**src/rtl/oled_pkg.sv**
```systemverilog
// -----------------------------------------------------------------------------
// oled_pkg
// Shared constants and helpers for the OLED 4-wire SPI receive path.
//   DC_DATA / DC_CMD       : meaning of the dc line
//   CMD_*                  : base codes of the addressing commands tracked
//   OLED_COLS / OLED_PAGES : default display geometry
//   rx_state_e             : serial frame state (idle / shifting)
// -----------------------------------------------------------------------------
package oled_pkg;

    localparam logic DC_DATA = 1'b1;
    localparam logic DC_CMD  = 1'b0;

    localparam logic [7:0] CMD_PAGE_BASE = 8'hB0;
    localparam logic [7:0] CMD_COL_LO    = 8'h00;
    localparam logic [7:0] CMD_COL_HI    = 8'h10;

    localparam int unsigned OLED_COLS  = 128;
    localparam int unsigned OLED_PAGES = 8;

    typedef enum logic {
        RX_IDLE  = 1'b0,
        RX_SHIFT = 1'b1
    } rx_state_e;

    // 0xB0..0xB7: set page
    function automatic logic is_page_cmd(input logic [7:0] b);
        return (b & 8'hF8) == CMD_PAGE_BASE;
    endfunction

    // 0x00..0x0F: set low nibble of column
    function automatic logic is_col_lo_cmd(input logic [7:0] b);
        return (b & 8'hF0) == CMD_COL_LO;
    endfunction

    // 0x10..0x17: set upper three column bits; 0x18..0x1F deliberately excluded
    function automatic logic is_col_hi_cmd(input logic [7:0] b);
        return (b & 8'hF8) == CMD_COL_HI;
    endfunction

endpackage

```
**src/rtl/oled_spi_rx_if.sv**
```systemverilog
// -----------------------------------------------------------------------------
// oled_spi_rx_if
// Bundle of the OLED serial lines (driven by the transmitter side) and the
// decoded byte / GRAM write results (driven by the receiver).
//   slave  : the receiver (oled_spi_rx)
//   master : whoever drives the serial lines and consumes the results
// -----------------------------------------------------------------------------
interface oled_spi_rx_if;

    logic       cs_n;
    logic       sclk;
    logic       dc;
    logic       sdin;
    logic       oled_rst;

    logic       byte_valid;
    logic [7:0] byte_data;
    logic       byte_dc;
    logic       gram_we;
    logic [9:0] gram_addr;
    logic [7:0] gram_wdata;
    logic [2:0] cur_page;
    logic [6:0] cur_col;
    logic       frame_err;

    modport slave (
        input  cs_n, sclk, dc, sdin, oled_rst,
        output byte_valid, byte_data, byte_dc, gram_we, gram_addr,
               gram_wdata, cur_page, cur_col, frame_err
    );

    modport master (
        output cs_n, sclk, dc, sdin, oled_rst,
        input  byte_valid, byte_data, byte_dc, gram_we, gram_addr,
               gram_wdata, cur_page, cur_col, frame_err
    );

endinterface

```
**src/rtl/oled_spi_rx_shifter.sv**
```systemverilog
// -----------------------------------------------------------------------------
// oled_spi_rx_shifter
// Synchronizes the asynchronous serial lines, detects sclk rising edges and
// reassembles MSB-first bytes.
//   clk, rst          : system clock, synchronous active-high reset
//   cs_n_i .. oled_rst_i : raw serial pins
//   byte_valid_o      : one-clk pulse per completed byte
//   byte_data_o       : last completed byte (held)
//   byte_dc_o         : dc sampled together with bit 0
//   frame_err_o       : sticky, cs_n rose with a partial byte in the shifter
//   oled_rst_s_o      : synchronized display reset (active low)
// -----------------------------------------------------------------------------
module oled_spi_rx_shifter
    import oled_pkg::*;
#(
    parameter int unsigned SYNC_STAGES = 2
) (
    input  logic       clk,
    input  logic       rst,
    input  logic       cs_n_i,
    input  logic       sclk_i,
    input  logic       dc_i,
    input  logic       sdin_i,
    input  logic       oled_rst_i,
    output logic       byte_valid_o,
    output logic [7:0] byte_data_o,
    output logic       byte_dc_o,
    output logic       frame_err_o,
    output logic       oled_rst_s_o
);

    logic [SYNC_STAGES-1:0] cs_sync_q;
    logic [SYNC_STAGES-1:0] sclk_sync_q;
    logic [SYNC_STAGES-1:0] dc_sync_q;
    logic [SYNC_STAGES-1:0] sdin_sync_q;
    logic [SYNC_STAGES-1:0] orst_sync_q;
    logic                   sclk_prev_q;

    logic cs_s, sclk_s, dc_s, sdin_s, orst_s, sclk_rise_s, shift_ok_s;

    rx_state_e  state_q, state_d;
    logic [7:0] shift_q, shift_d;
    logic [2:0] cnt_q, cnt_d;
    logic       valid_q, valid_d;
    logic [7:0] data_q, data_d;
    logic       bdc_q, bdc_d;
    logic       ferr_q, ferr_d;

    // Synchronizer chains; reset to the idle levels of each line.
    always_ff @(posedge clk) begin
        if (rst) begin
            cs_sync_q   <= {SYNC_STAGES{1'b1}};
            sclk_sync_q <= {SYNC_STAGES{1'b0}};
            dc_sync_q   <= {SYNC_STAGES{1'b0}};
            sdin_sync_q <= {SYNC_STAGES{1'b0}};
            orst_sync_q <= {SYNC_STAGES{1'b0}};
            sclk_prev_q <= 1'b0;
        end else begin
            cs_sync_q   <= {cs_sync_q[SYNC_STAGES-2:0], cs_n_i};
            sclk_sync_q <= {sclk_sync_q[SYNC_STAGES-2:0], sclk_i};
            dc_sync_q   <= {dc_sync_q[SYNC_STAGES-2:0], dc_i};
            sdin_sync_q <= {sdin_sync_q[SYNC_STAGES-2:0], sdin_i};
            orst_sync_q <= {orst_sync_q[SYNC_STAGES-2:0], oled_rst_i};
            sclk_prev_q <= sclk_sync_q[SYNC_STAGES-1];
        end
    end

    assign cs_s        = cs_sync_q[SYNC_STAGES-1];
    assign sclk_s      = sclk_sync_q[SYNC_STAGES-1];
    assign dc_s        = dc_sync_q[SYNC_STAGES-1];
    assign sdin_s      = sdin_sync_q[SYNC_STAGES-1];
    assign orst_s      = orst_sync_q[SYNC_STAGES-1];
    assign sclk_rise_s = sclk_s & ~sclk_prev_q;
    // Still shifting in the cycle cs_n is seen high, so a last-bit edge that
    // coincides with deselect completes its byte.
    assign shift_ok_s  = ~cs_s | (state_q == RX_SHIFT);

    // State, shifter and byte output registers.
    always_ff @(posedge clk) begin
        if (rst) begin
            state_q <= RX_IDLE;
            shift_q <= 8'h00;
            cnt_q   <= 3'd0;
            valid_q <= 1'b0;
            data_q  <= 8'h00;
            bdc_q   <= 1'b0;
            ferr_q  <= 1'b0;
        end else begin
            state_q <= state_d;
            shift_q <= shift_d;
            cnt_q   <= cnt_d;
            valid_q <= valid_d;
            data_q  <= data_d;
            bdc_q   <= bdc_d;
            ferr_q  <= ferr_d;
        end
    end

    // Frame state, bit assembly and deselect handling.
    always_comb begin
        state_d = state_q;
        shift_d = shift_q;
        cnt_d   = cnt_q;
        valid_d = 1'b0;
        data_d  = data_q;
        bdc_d   = bdc_q;
        ferr_d  = ferr_q;

        case (state_q)
            RX_IDLE:  state_d = cs_s ? RX_IDLE : RX_SHIFT;
            RX_SHIFT: state_d = cs_s ? RX_IDLE : RX_SHIFT;
            default:  state_d = RX_IDLE;
        endcase

        if (!orst_s) begin
            shift_d = 8'h00;
            cnt_d   = 3'd0;
        end else begin
            if (sclk_rise_s && shift_ok_s) begin
                shift_d = {shift_q[6:0], sdin_s};
                cnt_d   = cnt_q + 3'd1;
                if (cnt_q == 3'd7) begin
                    valid_d = 1'b1;
                    data_d  = {shift_q[6:0], sdin_s};
                    bdc_d   = dc_s;
                end else begin
                    valid_d = 1'b0;
                end
            end else begin
                shift_d = shift_q;
            end
            // Deselect drops any partial byte; cnt_d already reflects a
            // coincident final edge, so a completed byte is not an error.
            if (cs_s) begin
                if (cnt_d != 3'd0) begin
                    ferr_d = 1'b1;
                end else begin
                    ferr_d = ferr_q;
                end
                cnt_d   = 3'd0;
                shift_d = 8'h00;
            end else begin
                ferr_d = ferr_q;
            end
        end
    end

    assign byte_valid_o = valid_q;
    assign byte_data_o  = data_q;
    assign byte_dc_o    = bdc_q;
    assign frame_err_o  = ferr_q;
    assign oled_rst_s_o = orst_s;

endmodule

```
**src/rtl/oled_spi_rx.sv**
```systemverilog
// -----------------------------------------------------------------------------
// oled_spi_rx
// OLED 4-wire SPI receiver: byte reassembly (oled_spi_rx_shifter), command
// decode of page/column addressing and one GRAM write per data byte.
//   clk, rst : system clock (>= 6x sclk), synchronous active-high reset
//   rx_io    : serial inputs and byte / GRAM / pointer outputs (slave side)
// -----------------------------------------------------------------------------
module oled_spi_rx
    import oled_pkg::*;
#(
    parameter int unsigned SYNC_STAGES = 2,
    parameter int unsigned COLS        = OLED_COLS,
    parameter int unsigned PAGES       = OLED_PAGES
) (
    input  logic         clk,
    input  logic         rst,
    oled_spi_rx_if.slave rx_io
);

    logic       bv_s;
    logic [7:0] bdata_s;
    logic       bdc_s;
    logic       ferr_s;
    logic       orst_s;

    logic [2:0] page_q, page_d;
    logic [6:0] col_q, col_d;
    logic       we_q, we_d;
    logic [9:0] addr_q, addr_d;
    logic [7:0] wdata_q, wdata_d;

    oled_spi_rx_shifter #(
        .SYNC_STAGES (SYNC_STAGES)
    ) u_shifter (
        .clk          (clk),
        .rst          (rst),
        .cs_n_i       (rx_io.cs_n),
        .sclk_i       (rx_io.sclk),
        .dc_i         (rx_io.dc),
        .sdin_i       (rx_io.sdin),
        .oled_rst_i   (rx_io.oled_rst),
        .byte_valid_o (bv_s),
        .byte_data_o  (bdata_s),
        .byte_dc_o    (bdc_s),
        .frame_err_o  (ferr_s),
        .oled_rst_s_o (orst_s)
    );

    // Pointer and GRAM write port registers.
    always_ff @(posedge clk) begin
        if (rst) begin
            page_q  <= 3'd0;
            col_q   <= 7'd0;
            we_q    <= 1'b0;
            addr_q  <= 10'd0;
            wdata_q <= 8'h00;
        end else begin
            page_q  <= page_d;
            col_q   <= col_d;
            we_q    <= we_d;
            addr_q  <= addr_d;
            wdata_q <= wdata_d;
        end
    end

    // Decode each received byte: addressing commands or a GRAM write.
    always_comb begin
        page_d  = page_q;
        col_d   = col_q;
        we_d    = 1'b0;
        addr_d  = addr_q;
        wdata_d = wdata_q;

        if (!orst_s) begin
            page_d = 3'd0;
            col_d  = 7'd0;
        end else if (bv_s) begin
            if (bdc_s == DC_DATA) begin
                we_d    = 1'b1;
                addr_d  = 10'(10'(page_q) * 10'(COLS)) + 10'(col_q);
                wdata_d = bdata_s;
                // Page addressing mode: column wraps, page stays put.
                col_d   = (col_q == 7'(COLS - 1)) ? 7'd0 : col_q + 7'd1;
            end else if (bdc_s == DC_CMD) begin
                if (is_page_cmd(bdata_s)) begin
                    if (32'(bdata_s[2:0]) < PAGES) begin
                        page_d = bdata_s[2:0];
                    end else begin
                        page_d = page_q;
                    end
                end else if (is_col_lo_cmd(bdata_s)) begin
                    col_d = {col_q[6:4], bdata_s[3:0]};
                end else if (is_col_hi_cmd(bdata_s)) begin
                    col_d = {bdata_s[2:0], col_q[3:0]};
                end else begin
                    page_d = page_q;
                    col_d  = col_q;
                end
            end else begin
                we_d = 1'b0;
            end
        end else begin
            we_d = 1'b0;
        end
    end

    assign rx_io.byte_valid = bv_s;
    assign rx_io.byte_data  = bdata_s;
    assign rx_io.byte_dc    = bdc_s;
    assign rx_io.frame_err  = ferr_s;
    assign rx_io.gram_we    = we_q;
    assign rx_io.gram_addr  = addr_q;
    assign rx_io.gram_wdata = wdata_q;
    assign rx_io.cur_page   = page_q;
    assign rx_io.cur_col    = col_q;

endmodule

```
**src/flat_wrapper.sv**
```systemverilog
// flat-port wrapper written by rule: the top's interface ports become plain ports
module oled_spi_rx_flat import oled_pkg::*;
#(
    parameter int unsigned SYNC_STAGES = 2,
    parameter int unsigned COLS        = OLED_COLS,
    parameter int unsigned PAGES       = OLED_PAGES
)
  (clk, rst, rx_io_cs_n, rx_io_sclk, rx_io_dc, rx_io_sdin, rx_io_oled_rst, rx_io_byte_valid, rx_io_byte_data, rx_io_byte_dc, rx_io_gram_we, rx_io_gram_addr, rx_io_gram_wdata, rx_io_cur_page, rx_io_cur_col, rx_io_frame_err);
  oled_spi_rx_if rx_io_i ();
  input  logic clk;
  input  logic rst;
  input wire logic [$bits(rx_io_i.cs_n)-1:0] rx_io_cs_n;
  input wire logic [$bits(rx_io_i.sclk)-1:0] rx_io_sclk;
  input wire logic [$bits(rx_io_i.dc)-1:0] rx_io_dc;
  input wire logic [$bits(rx_io_i.sdin)-1:0] rx_io_sdin;
  input wire logic [$bits(rx_io_i.oled_rst)-1:0] rx_io_oled_rst;
  output wire logic [$bits(rx_io_i.byte_valid)-1:0] rx_io_byte_valid;
  output wire logic [$bits(rx_io_i.byte_data)-1:0] rx_io_byte_data;
  output wire logic [$bits(rx_io_i.byte_dc)-1:0] rx_io_byte_dc;
  output wire logic [$bits(rx_io_i.gram_we)-1:0] rx_io_gram_we;
  output wire logic [$bits(rx_io_i.gram_addr)-1:0] rx_io_gram_addr;
  output wire logic [$bits(rx_io_i.gram_wdata)-1:0] rx_io_gram_wdata;
  output wire logic [$bits(rx_io_i.cur_page)-1:0] rx_io_cur_page;
  output wire logic [$bits(rx_io_i.cur_col)-1:0] rx_io_cur_col;
  output wire logic [$bits(rx_io_i.frame_err)-1:0] rx_io_frame_err;
  assign rx_io_i.cs_n = rx_io_cs_n;
  assign rx_io_i.sclk = rx_io_sclk;
  assign rx_io_i.dc = rx_io_dc;
  assign rx_io_i.sdin = rx_io_sdin;
  assign rx_io_i.oled_rst = rx_io_oled_rst;
  assign rx_io_byte_valid = rx_io_i.byte_valid;
  assign rx_io_byte_data = rx_io_i.byte_data;
  assign rx_io_byte_dc = rx_io_i.byte_dc;
  assign rx_io_gram_we = rx_io_i.gram_we;
  assign rx_io_gram_addr = rx_io_i.gram_addr;
  assign rx_io_gram_wdata = rx_io_i.gram_wdata;
  assign rx_io_cur_page = rx_io_i.cur_page;
  assign rx_io_cur_col = rx_io_i.cur_col;
  assign rx_io_frame_err = rx_io_i.frame_err;
  oled_spi_rx #(.SYNC_STAGES(SYNC_STAGES), .COLS(COLS), .PAGES(PAGES)) u_core (.clk(clk), .rst(rst), .rx_io(rx_io_i));
endmodule
```
**config.mk**
```make
export PLATFORM = sky130hd
export DESIGN_NAME = oled_spi_rx_flat
export DESIGN_NICKNAME = d
export VERILOG_FILES = /design/src/rtl/oled_pkg.sv /design/src/rtl/oled_spi_rx_if.sv /design/src/rtl/oled_spi_rx_shifter.sv /design/src/rtl/oled_spi_rx.sv /design/src/flat_wrapper.sv
export SDC_FILE = /design/constraint.sdc
export NUM_CORES = 1
export LEC_CHECK = 0
export BUFFER_PORTS_ARGS = -buffer_cell sky130_fd_sc_hd__buf_2
export CAP_MARGIN = 20
export CORE_ASPECT_RATIO = 0.7
export CORE_MARGIN = 1.5
export CORE_UTILIZATION = 58
export CTS_CLUSTER_SIZE = 28
export DETAILED_ROUTE_END_ITERATION = 8
export PLACE_DENSITY = 0.94
export SLEW_MARGIN = 5
export SYNTH_ARGS = -nofsm -noshare
export SYNTH_HDL_FRONTEND = slang
export SYNTH_SLANG_ARGS = --single-unit
```
**constraint.sdc**
```tcl
create_clock -name clk -period 2.55 [get_ports clk]
set_input_delay 0.255 -clock clk [delete_from_list [all_inputs] [get_ports clk]]
set_output_delay 0.255 -clock clk [all_outputs]
set_load 0.02 [all_outputs]
```
# Word-level counts from Yosys, hierarchy flattened
# Index checks and enable logic that the tools add are counted.
# totals
ff_bits	62
inputBits	7
out_inout_bits	40
wordCells	61
# classes
add_sub_neg	3
eq_ne	6
n_mux	10
bitwise	8
reduce_logical	15
# op_table
op	n
2-to-1 mux 7 bit	5
AND reduction 3 bit	5
adder 10 x 7 -> 10 bit	1
OR reduction 3 bit	3
logical NOT 8 bit	1
adder 7 x 1 -> 7 bit, second input constant	1
equality test 7 bit, second input constant	1
2-to-1 mux 3 bit	2
inverter 1 bit	6
equality test 5 x 2 -> 1 bit, second input constant	1
equality test 5 bit, second input constant	1
inequality test 2 bit, second input constant	2
AND reduction 4 bit	1
nonzero test 2 bit	2
adder 3 x 1 -> 3 bit, second input constant	1
equality test 3 bit, second input constant	1
2-to-1 mux 1 bit	3
nonzero test 3 bit	1
OR reduction 2 bit	1
AND 1 bit	1
logical AND 1 bit	1
OR 1 bit	1

# Longest topological paths before layout
# depth
word_depth	7
depth_mapped	7

# Cells and area by module
# From an unflattened synthesis, not the netlist that was laid out.
# unflattened
cells_unflattened	285
hier_area_um2	2539.9
# by_module_without_submodules
mod	instances	cells_each	area_per_inst_um2	seq_area_each_um2
oled_spi_rx	1	156	1298.7	580.6
oled_spi_rx_shifter	1	129	1241.2	660.6

# Least setup slack after synthesis
# Ideal clock, no wire load.
# synth_timing
path_type	register to register
from	register u_core.u_shifter.cnt_q[0]
to	register u_core.u_shifter.ferr_q, in the netlist u_core.u_shifter.frame_err_o
setup_time_ns	0.132
arrival_ns	1.546
t_required_ns	2.418
slack_ns	0.871
stages_incl_launch_ff	7
path_buffers	0
synth_period_minus_slack_ns	1.679
cell_sequence	dfxtp_1 -> ha_1 -> ha_1 -> or3b_1 -> o311a_1 -> o41ai_1 -> a21oi_1
# synth_between
elab_chain_cells	5
# synth_rtl
element	line	source
start, declared	oled_spi_rx_shifter.sv:43	logic [2:0] cnt_q, cnt_d;
start signal, assigned	oled_spi_rx_shifter.sv:91	cnt_q <= cnt_d;
adder 3 x 1 -> 3 bit	oled_spi_rx_shifter.sv:121	cnt_d = cnt_q + 3'd1;
2-to-1 mux 3 bit (*)	oled_spi_rx_shifter.sv:119	if (sclk_rise_s && shift_ok_s) begin
2-to-1 mux 3 bit (*)	oled_spi_rx_shifter.sv:115	if (!orst_s) begin
nonzero test 3 bit (*)	oled_spi_rx_shifter.sv:135	if (cnt_d != 3'd0) begin
AND reduction 3 bit (no source line) (*)	n/a	
end signal, assigned	oled_spi_rx_shifter.sv:95	ferr_q <= ferr_d;
end, declared	oled_spi_rx_shifter.sv:47	logic ferr_q, ferr_d;
# Every way passes the cells marked *; elsewhere a longest branch is shown, timed or not. The select of a mux whose other input is x is not followed.
# A chain may end at the register's enable or synchronous reset.

# Final worst setup path
# layout_timing
from	register u_core.col_q[0], in the netlist u_core.rx_io.cur_col[0]
to	register u_core.col_q[5], in the netlist u_core.rx_io.cur_col[5]
# layout_between
elab_chain_cells	3
# layout_rtl
element	line	source
start, declared	oled_spi_rx.sv:27	logic [6:0] col_q, col_d;
start signal, assigned	oled_spi_rx.sv:59	col_q <= col_d;
adder 7 x 1 -> 7 bit or equality test 7 bit (tied branches)	oled_spi_rx.sv:83	col_d = (col_q == 7'(COLS - 1)) ? 7'd0 : col_q + 7'd1;
2-to-1 mux 7 bit (*)	oled_spi_rx.sv:83	
2-to-1 mux 7 bit (*)	oled_spi_rx.sv:78	if (bdc_s == DC_DATA) begin
# Every way passes the cells marked *; elsewhere a longest branch is shown, timed or not.

==> flow_summary.json <==
{
  "gp_congestion": 0.9751,
  "worst_slack_ps": 750.7,
  "clk_path_buf_depth": 2,
  "yosysTopAreaCell": "dfxtp_1",
  "p_leak_nw": 1.195,
  "r2r_end": "u_core.rx_io.cur_col[5]",
  "syn_nets": 277,
  "totalWireLength_mm": 5.847,
  "ys_async_sr_fraction": 0,
  "comb_power_share": 0.015,
  "io_buffers": 46,
  "fin_area_um2": 2929,
  "clk_latency_ps": 340,
  "synth_edf_count": 0,
  "path_class": "flip-flop to flip-flop",
  "postSynthRegisterBits": 62,
  "finalSetupViolations": 0,
  "worstPathCellList": "ha_1 -> nand3_1 -> o21ai_0 -> o32ai_1 -> a31o_1",
  "core-area_um2": 3970,
  "synth_top_area_frac": 0.5085,
  "hold_class": "primary input to flip-flop",
  "setup_tns_ps": 0,
  "ctsResizeCount": 0,
  "post-route-drc-count": 0,
  "cts_hold_buf": 0,
  "critPathRequiredTime_ps": 2770,
  "hold_ws_ps": 105.2,
  "h-tree-depth": 3,
  "grtUsageMet3": 0.1328,
  "grt_pass1_wl_mm": 9.487,
  "grt_pass1_vias": 1980,
  "netlist_area_um2": 2441,
  "ys.flop_type": "dfxtp_1",
  "r2r-start": "u_core.rx_io.cur_col[0]",
  "clkTransAtPathRegs_ps": 70,
  "viasPerCell": 5.715,
  "grt_overflow": 0,
  "ys_seq_area_frac": 0.5085,
  "initial_utilization": 0.6149,
  "hold_violations": 0,
  "finalCritPeriodShare": 0.7056,
  "grt_max_degree": 36,
  "dieArea_um2": 4613,
  "numCtsBuffers": 9,
  "max_clock_freq_ghz": 0.5558,
  "finalNonFillerCells": 368,
  "antenna_cells": 0,
  "run_status": "complete, no violations",
  "drt_first_iter_violations": 243,
  "cts_setup_buffers": 0,
  "worst_setup_path_start_kind": "flip-flop",
  "skew_ps": 8.191,
  "root_buffer": "clkbuf_8",
  "power_frac_seq": 0.481,
  "tightest_slew_ps": 791.6,
  "grt_usage": 0.2793,
  "synth_commonest_cells": "dfxtp_1, nand2_1, nor2_1",
  "ant_nets": 0,
  "tritoncts": "done",
  "switchingPower_uw": 380.8,
  "holdPathEnd": "u_core.u_shifter.cs_sync_q[0]",
  "r2r_cells": 5,
  "slew_viol_final": 0,
  "layout-drive-gt1-share": 0.2215,
  "top_usage_layer": "met2",
  "crit_fanout": 8,
  "die_width_um": 80.54,
  "synthDistinctLibCells": 42,
  "cp_slowest_cell": "dfxtp_1",
  "synth_area_leaders": "dfxtp_1, mux2i_1, nand2_1",
  "rows": 19,
  "p_per_area_nw_per_um2": 695.9,
  "io-pin-count": 47,
  "crit_path_max_incr_delay_ps": 490,
  "met2_usage": 0.3914,
  "total_power_mw": 2.038,
  "intPower_mw": 1.657,
  "vias": 2103,
  "dieHeight_um": 57.28,
  "nets": 322,
  "placed_cells": 353,
  "swShare": 0.1868,
  "firstDrtPassIters": 6,
  "cp-end-kind": "flip-flop",
  "syn_to_final_growth_pct": 19.99,
  "maxCapViolations": 0,
  "cts_sinks": 62,
  "critPathBufInv": 0,
  "fillers": 298,
  "peakVddDrop_v": 0.0005275,
  "rsz0062_at_grt": "no",
  "final.min_clock_period_ps": 1799,
  "p_clk_frac": 0.504,
  "yosys_warnings": 0,
  "yosys.cell_count.top_type": "dfxtp_1",
  "dp_hpwl_mm": 3.851,
  "synthCells": 267,
  "whs_path_depth": 2,
  "min_from": "rx_io_cs_n",
  "critPathTopFamily": "compound AO/OA/AOI/OAI gates",
  "cp.arrival_ps": 2020,
  "dpl_cell_area_um2": 2693,
  "post-place-ws_ps": 794.9,
  "rrSetupSlack_ps": 750,
  "syn_avg_cell_area_um2": 9.143,
  "wl_per_cell_um": 15.89,
  "grtUsageMet1": 0.3807,
  "final_core_util": 0.7378,
  "grt_antenna_before_repair": 0,
  "relSlewSlack": 0.4708
}
## worst max path at each step
stage,endpoint,slack (ps),depth (start not counted),startpoint
6_report,u_core.rx_io.cur_col[5],750,5,u_core.rx_io.cur_col[0]
5_1_grt,u_core.rx_io.cur_col[5],680,5,u_core.rx_io.cur_col[0]
4_1_cts,u_core.u_shifter.frame_err_o,780,6,u_core.u_shifter.cnt_q[0]
3_5_place_dp,u_core.u_shifter.frame_err_o,790,6,u_core.u_shifter.cnt_q[0]
3_3_place_gp,u_core.u_shifter.frame_err_o,840,6,u_core.u_shifter.cnt_q[0]
2_1_floorplan,u_core.u_shifter.frame_err_o,870,6,u_core.u_shifter.cnt_q[0]
## cell type report
cell class | count | area [µm²] | area share
Clock inverter | 4 | 95.09 | 0.03246
Inverter | 6 | 22.52 | 0.007689
Multi-Input combinational cell | 184 | 1111 | 0.3793
Tap cell | 52 | 65.06 | 0.02221
Timing Repair Buffer | 49 | 252.7 | 0.08629
Clock buffer | 11 | 141.4 | 0.04827
Sequential cell | 62 | 1241 | 0.4238
## cell families after synthesis
logic type / Yosys count / share of synthesized area
xor gates and xnor gates: 1 / 0.003589
muxes: 22 / 0.09021
buffers and inverters: 21 / 0.03639
AOI/OAI and AO/OA: 45 / 0.1194
DFF: 62 / 0.5085
adders and majority gates: 3 / 0.01538
and+or+nand+nor: 113 / 0.2266
## state kept, by name, summed over array words and instances (netlist names)
register                       cells
u_core.u_shifter.cnt_q             3
u_core.u_shifter.orst_sync_q       2
u_core.u_shifter.dc_sync_q         2
u_core.u_shifter.byte_dc_o         1
u_core.u_shifter.cs_sync_q         2
u_core.rx_io.gram_addr            10
u_core.u_shifter.state_q           1
u_core.u_shifter.byte_data_o       8
u_core.u_shifter.sdin_sync_q       2
u_core.u_shifter.frame_err_o       1
u_core.rx_io.gram_wdata            8
u_core.u_shifter.sclk_prev_q       1
u_core.rx_io.gram_we               1
u_core.u_shifter.byte_valid_o      1
u_core.rx_io.cur_page              3
u_core.u_shifter.shift_q           7
u_core.u_shifter.sclk_sync_q       2
u_core.rx_io.cur_col               7
## routing by layer
layer / share of wire / vias up
met5: 0 / -
met4: 0.0075 / 0
met3: 0.096 / 14
met2: 0.45 / 122
met1: 0.44 / 952
li1: - / 1015
## power by group through the flow
stage	clock network [mW]	logic, mW	registers (mW)
5_1_grt	1.10	0.0339	0.980
3_3_place_gp	0	0.0291	1.00
6_report	1.03	0.0311	0.980
3_5_place_dp	0	0.0302	1.00
2_1_floorplan	0	0.0214	1.00
4_1_cts	1.04	0.0306	0.980
## cell usage in the layout (no fill, tap or decap), types with 2 or more instances in the layout
cell type	count
bufinv_16	3
buf_2	46
buf_4	3
nand2b_1	6
o221ai_1	2
nand2_1	40
mux2i_1	22
or2_2	3
nor2_1	28
clkbuf_8	10
a21oi_1	23
and3_1	4
inv_1	6
o21ai_0	4
nor3_1	4
nand3_1	7
nor2b_1	11
o31ai_1	2
o32ai_1	2
ha_1	3
dfxtp_1	62
(Power assumes the default switching activity.)
